**src/rtl/axi_burst_addr_gen.sv**
```systemverilog
// AXI burst address generator: accepts one burst command and emits per-beat
// byte addresses, lane strobes, beat index and last flag (FIXED/INCR/WRAP, 4KB-safe).
module axi_burst_addr_gen #(
    parameter int DW = 32,
    parameter int AW = 16
) (
    input  logic            i_clk,
    input  logic            i_rst_n,
    input  logic            i_cmd_valid,
    output logic            o_cmd_ready,
    input  logic [AW-1:0]   i_cmd_addr,
    input  logic [7:0]      i_cmd_len,
    input  logic [2:0]      i_cmd_size,
    input  logic [1:0]      i_cmd_burst,
    output logic            o_beat_valid,
    input  logic            i_beat_ready,
    output logic [AW-1:0]   o_beat_addr,
    output logic [DW/8-1:0] o_beat_strb,
    output logic            o_beat_last,
    output logic [7:0]      o_beat_idx,
    output logic            o_busy
);

    localparam int NB  = DW / 8;
    localparam int DSZ = $clog2(NB);
    // Address bits above the 4KB page; all ones-free when AW <= 12.
    localparam logic [AW-1:0] PAGE_MASK = ~AW'(4095);

    typedef enum logic {IDLE, BURST} state_t;
    typedef enum logic [1:0] {M_FIXED, M_INCR, M_WRAP} mode_t;

    state_t        state, state_next;
    mode_t         mode_r, cmd_mode;
    logic [AW-1:0] addr_r, next_addr, step, aligned, incr_addr, wrap_mask, cand;
    logic [AW-1:0] lane_lo, lane_hi;
    logic [7:0]    idx_r, len_r;
    logic [2:0]    esz_r, cmd_esz;
    logic [8:0]    wrap_beats;
    logic          cmd_fire, beat_fire, last_beat, wrap_len_ok;

    assign cmd_fire  = i_cmd_valid && o_cmd_ready;
    assign beat_fire = o_beat_valid && i_beat_ready;
    assign last_beat = (idx_r == len_r);

    // Command decode: clamp oversize requests, demote illegal WRAP and code 11 to INCR.
    assign cmd_esz     = (i_cmd_size > 3'(DSZ)) ? 3'(DSZ) : i_cmd_size;
    assign wrap_len_ok = (i_cmd_len == 8'd1) || (i_cmd_len == 8'd3) ||
                         (i_cmd_len == 8'd7) || (i_cmd_len == 8'd15);
    always_comb begin
        // NOTE: every always_comb output gets a default first so no latch is inferred.
        cmd_mode = M_INCR;
        if (i_cmd_burst == 2'b00)
            cmd_mode = M_FIXED;
        else if (i_cmd_burst == 2'b10 && wrap_len_ok)
            cmd_mode = M_WRAP;
    end

    // State register.
    always_ff @(posedge i_clk) begin
        // NOTE: sequential state uses non-blocking assignments only.
        if (!i_rst_n)
            state <= IDLE;
        else
            state <= state_next;
    end

    // Next-state logic.
    always_comb begin
        state_next = state;
        case (state)
            IDLE:    if (cmd_fire) state_next = BURST;
            BURST:   if (beat_fire && last_beat) state_next = IDLE;
            default: state_next = IDLE;
        endcase
    end

    // Next beat address; wrap span fits in 9 bits before the size shift.
    always_comb begin
        step       = AW'(1) << esz_r;
        aligned    = addr_r & ~(step - AW'(1));
        incr_addr  = aligned + step;
        wrap_beats = {1'b0, len_r} + 9'd1;
        wrap_mask  = (AW'(wrap_beats) << esz_r) - AW'(1);
        case (mode_r)
            M_FIXED: cand = addr_r;
            M_WRAP:  cand = (addr_r & ~wrap_mask) | (incr_addr & wrap_mask);
            default: cand = incr_addr;
        endcase
        next_addr = (addr_r & PAGE_MASK) | (cand & ~PAGE_MASK);
    end

    // Burst context and beat counters.
    always_ff @(posedge i_clk) begin
        if (!i_rst_n) begin
            addr_r <= '0;
            idx_r  <= '0;
            len_r  <= '0;
            esz_r  <= '0;
            mode_r <= M_FIXED;
        end else if (cmd_fire) begin
            addr_r <= i_cmd_addr;
            idx_r  <= '0;
            len_r  <= i_cmd_len;
            esz_r  <= cmd_esz;
            mode_r <= cmd_mode;
        end else if (beat_fire && !last_beat) begin
            addr_r <= next_addr;
            idx_r  <= idx_r + 8'd1;
        end
    end

    // Output logic: strobe covers the current lane up to the end of its size container.
    always_comb begin
        o_cmd_ready  = (state == IDLE);
        o_busy       = (state == BURST);
        o_beat_valid = (state == BURST);
        o_beat_addr  = addr_r;
        o_beat_idx   = idx_r;
        o_beat_last  = o_busy && last_beat;
        lane_lo      = addr_r & AW'(NB - 1);
        lane_hi      = (lane_lo & ~(step - AW'(1))) + step - AW'(1);
        o_beat_strb  = '0;
        for (int i = 0; i < NB; i++)
            if (o_busy && AW'(i) >= lane_lo && AW'(i) <= lane_hi)
                o_beat_strb[i] = 1'b1;
    end

endmodule

```
**config.mk**
```make
export PLATFORM = sky130hd
export DESIGN_NAME = axi_burst_addr_gen
export DESIGN_NICKNAME = d
export VERILOG_FILES = /design/src/rtl/axi_burst_addr_gen.sv
export SDC_FILE = /design/constraint.sdc
export NUM_CORES = 1
export LEC_CHECK = 0
export CORE_AREA = 2 2 166 87
export DETAILED_ROUTE_END_ITERATION = 10
export DIE_AREA = 0 0 168 89
export HOLD_SLACK_MARGIN = 0.02
export REMOVE_ABC_BUFFERS = 1
export SKIP_CTS_REPAIR_TIMING = 1
export SYNTH_ARGS = -nofsm -noshare
export SYNTH_HDL_FRONTEND = slang
export SYNTH_SLANG_ARGS = --single-unit
```
**constraint.sdc**
```tcl
create_clock -name i_clk -period 5.67 [get_ports i_clk]
set_input_delay 1.134 -clock i_clk [delete_from_list [all_inputs] [get_ports i_clk]]
set_output_delay 1.134 -clock i_clk [all_outputs]
set_load 0.05 [all_outputs]
```
==> results by stage <==
Critical path:
- The startpoint kind of the worst setup timing path is a flip-flop.
- The critical path arrival is 4070 ps.
- At the worst endpoint, the required time is 4540 ps.
- The worst-path maximum fanout is 16.
- STA classifies the critical path endpoint as an output port.
- The worst setup path is of the flip-flop to output port kind.

Layout:
- The footprint of the flip-flops and latches is 761 um2.
- The finished layout holds 765 standard cells, fillers aside.
- The ratio of cells with drive above 1 in the final layout is 0.0628.
- The filler cell count in the final layout is 1377.
- The final layout net count is 640.
- The total area of multi-input combinational cells is 2900 um2.
- 0 antenna diodes ended up in the layout.
- The area added between synthesis and finish is 22.6%.

Clocking:
- CTS built an H-tree with a depth of 2.
- TritonCTS built the clock tree.
- The number of buffers created by CTS is 5.
- Clock tree synthesis found a total of 38 sinks.
- The clock transition at the registers of the reported paths is 60 ps.
- The clock network latency to the later pin of the worst-skew pair is 290 ps.
- The cell at the root of the clock tree is sky130_fd_sc_hd__clkbuf_16.
- The buffer depth of the longest clock path is 2.

Run status:
- The run finished with clean final reports.

Yosys:
- Summed over all instances, the cell type with the most area after synthesis is sky130_fd_sc_hd__dfxtp_1.
- Of the total synthesized cell area, the portion taken by XOR and XNOR cells is 0.0878.
- The cell area after synthesis is 3980 um2.
- The post-synthesis register bit count is 38.
- The post-synthesis mux area share is 0.0233.
- By area the synthesized netlist is led by sky130_fd_sc_hd__dfxtp_1, sky130_fd_sc_hd__nand2_1, sky130_fd_sc_hd__ha_1.
- Of the total synthesized cell area, the portion taken by full adders, half adders and majority gates is 0.0617.
- In this run, synthesis inferred 0 flip-flops with an integrated enable.
- Of the post-synthesis cell area, the dominant cell type holds 0.191.
- The area fraction in compound gates after synthesis is 0.292.
- Counting flops with an async set or reset pin after synthesis yields a share of 0.
- The register area share after synthesis is 0.191.
- The number of different library cells in the post-synthesis netlist is 76.
- Counting instances in the post-synthesis netlist gives the leading cell types as sky130_fd_sc_hd__nand2_1, sky130_fd_sc_hd__nor2_1, sky130_fd_sc_hd__a21oi_1, sky130_fd_sc_hd__dfxtp_1, sky130_fd_sc_hd__inv_1.
- The mean area per synthesized cell is 7.21 um2.
- The combinational family with the most area after synthesis is compound AO/OA/AOI/OAI gates.
- During synthesis, Yosys emitted a total of 0 warnings.
- Of the total synthesized cell area, the portion taken by AND, OR, NAND and NOR gates is 0.265.
- The cell with the most instances after synthesis is sky130_fd_sc_hd__nand2_1.
- The synthesized instance count is 552.
- In the synthesized netlist the dominant register cell turns out to be sky130_fd_sc_hd__dfxtp_1.

Floorplanning:
- The initial standard-cell utilization of the core is 0.298.
- The die outline area is 15000 um2.
- For this design the top-level I/O count stands at 65.
- The height of the chip is 89 um.
- In this run the core area contains 30 standard-cell rows.
- The core region is 13300 um2.
- The die span in x is 168 um.

Timing:
- Setup repair after global routing left no endpoint under its margin.
- The setup-violating endpoint count in the final report is 0.
- In this run the tightest slew margin relative to its limit is 0.388.
- The setup TNS is 0 ps.
- Between clock sinks in the finished design, the worst skew comes to 5.90 ps.
- The maximum clock rate is 192 MHz.
- Subtracting the final worst setup slack from the clock period gives 5200 ps.
- The actual slew at the worst max-slew pin is 895 ps.
- The number of hold-slack violations in the final timing report is 0.
- The number of pins exceeding their max-slew limit in the final report came to 0.
- Final hold analysis gives a worst-case slack of 456 ps.
- The fraction of the cycle the final worst path needs is 0.918.

Placement:
- The half-perimeter wire length of the detailed placement result is 9.93 mm.
- The quantity of I/O buffers inserted on ports is 64.
- The congestion estimate from routability-driven global placement came to 0.916.
- Including well taps, the total number of placed cells is 757.

Pwr:
- In this run the static leakage power is 1.82 nW.
- The highest ir drop seen on vdd is 0.110 mV.
- In this run the power density over the cells is 212 nW/um2.

Detailed routing:
- The average detailed-routed wire length per instance is 17.0 um.
- The routed layout has 4251 vias.
- In the routed design, unresolved DRC markers number 0.
- The violation count after the first detailed-routing iteration is 331.
- After detailed routing, the total wire length is 13.0 mm.
- The count of antenna-violating nets left after detailed routing is 0.
- The number of detailed-route iterations in the first pass is 5.
- After detailed routing, the number of vias per cell comes to 5.56.

Global routing:
- The number of antenna violations at the first check in global routing came to 0.
- Global routing finished with a remaining overflow of 0.
- Entering global routing, the biggest net connects 37 pins.
- The via count of the first global-routing pass came to 4026.
- The wire length of the first global-routing pass is 21.2 mm.
- The total track usage is 0.177.

Worst hold path:
- The min-delay analysis places its worst path in the category flip-flop to flip-flop.

Flow run:
- Across the run, the number of max-cap violations was 0.
[power breakdown]
part / switching, W / internal, W
Clock: 0.000120 / 0.000253
Combinational: 0.000207 / 0.000139
Sequential: 0.0000335 / 0.000282
Total: 0.000360 / 0.000674
[flip-flops by register name (all words and copies together), names as in the netlist]
signal	cells
mode_r	2
esz_r	3
o_beat_addr	16
o_beat_idx	8
o_beat_valid	1
len_r	8
[per-stage QoR]
| step | cell area (um2) | total power (W) | util | setup slack (ps) |
|---|---|---|---|---|
| 2_1_floorplan | 3770 | 0.000544 | - | 536 |
| 3_3_place_gp | 4680 | 0.000660 | 0.351 | 965 |
| 3_5_place_dp | 4680 | 0.000664 | 0.351 | 836 |
| 4_1_cts | 4870 | 0.00104 | 0.366 | 507 |
| 5_1_grt | 4870 | 0.00109 | 0.366 | 101 |
| 6_report | 4870 | 0.00103 | 0.366 | 466 |
[worst max-delay path, stage by stage, from the launching register on]
cell and delay [ps]:
sky130_fd_sc_hd__dfxtp_1 480, sky130_fd_sc_hd__nor3_1 580, sky130_fd_sc_hd__inv_1 190, sky130_fd_sc_hd__ha_1 350
sky130_fd_sc_hd__nand2_1 80, sky130_fd_sc_hd__nand2_1 100, sky130_fd_sc_hd__fa_1 460, sky130_fd_sc_hd__nor2b_1 150
sky130_fd_sc_hd__o21bai_1 160, sky130_fd_sc_hd__a21oi_1 110, sky130_fd_sc_hd__nor2_1 90, sky130_fd_sc_hd__nor2_1 70
sky130_fd_sc_hd__nor2_1 210, sky130_fd_sc_hd__xnor2_1 160, sky130_fd_sc_hd__o22ai_1 100, sky130_fd_sc_hd__a41oi_1 310
sky130_fd_sc_hd__buf_12 180
[cell type report]
type | instances | area share
Clock buffer | 5 | 0.0257
Inverter | 28 | 0.0216
Clock inverter | 3 | 0.0141
Sequential cell | 38 | 0.156
Multi-Input combinational cell | 445 | 0.596
Tap cell | 176 | 0.0452
Timing Repair Buffer | 70 | 0.142
[layer usage]
metal,GRT usage,vias to the layer above,routed length [um]
li1,-,2074,-
met1,0.238,1998,6000
met2,0.298,158,5850
met3,0.0288,21,933
met4,0.0530,0,259
met5,0,-,0
[final timing paths]
path	from	endpoint	slack, ps	cells past startpoint
hold reg to reg	o_beat_addr[15]$_SDFFE_PN0P_	o_beat_addr[15]$_SDFFE_PN0P_	460	2
hold / removal	o_beat_addr[15]$_SDFFE_PN0P_	o_beat_addr[15]$_SDFFE_PN0P_	460	2
setup reg to reg	len_r[0]$_SDFFE_PN0P_	o_beat_addr[10]$_SDFFE_PN0P_	1740	10
setup / recovery	esz_r[0]$_SDFFE_PN0P_	o_beat_strb[3]	470	16
[cells in the final DEF (no fill, tap or decap), drive strengths merged, types with 13 or more instances in the layout]
cell type	n
nand3	17
xnor2	15
nor3	17
inv	28
xor2	24
dfxtp	38
nand2	68
clkdlybuf4s50	61
a21oi	45
o21ai	24
a211oi	13
nor2	47
ha	18
[cells by family after synthesis]
kind of cell / Yosys count
compound gates: 165
xor+xnor: 39
fa+ha+maj: 19
buf+inv: 69
flops: 38
mux: 9
simple gates: 213
(Power assumes the default switching activity.)
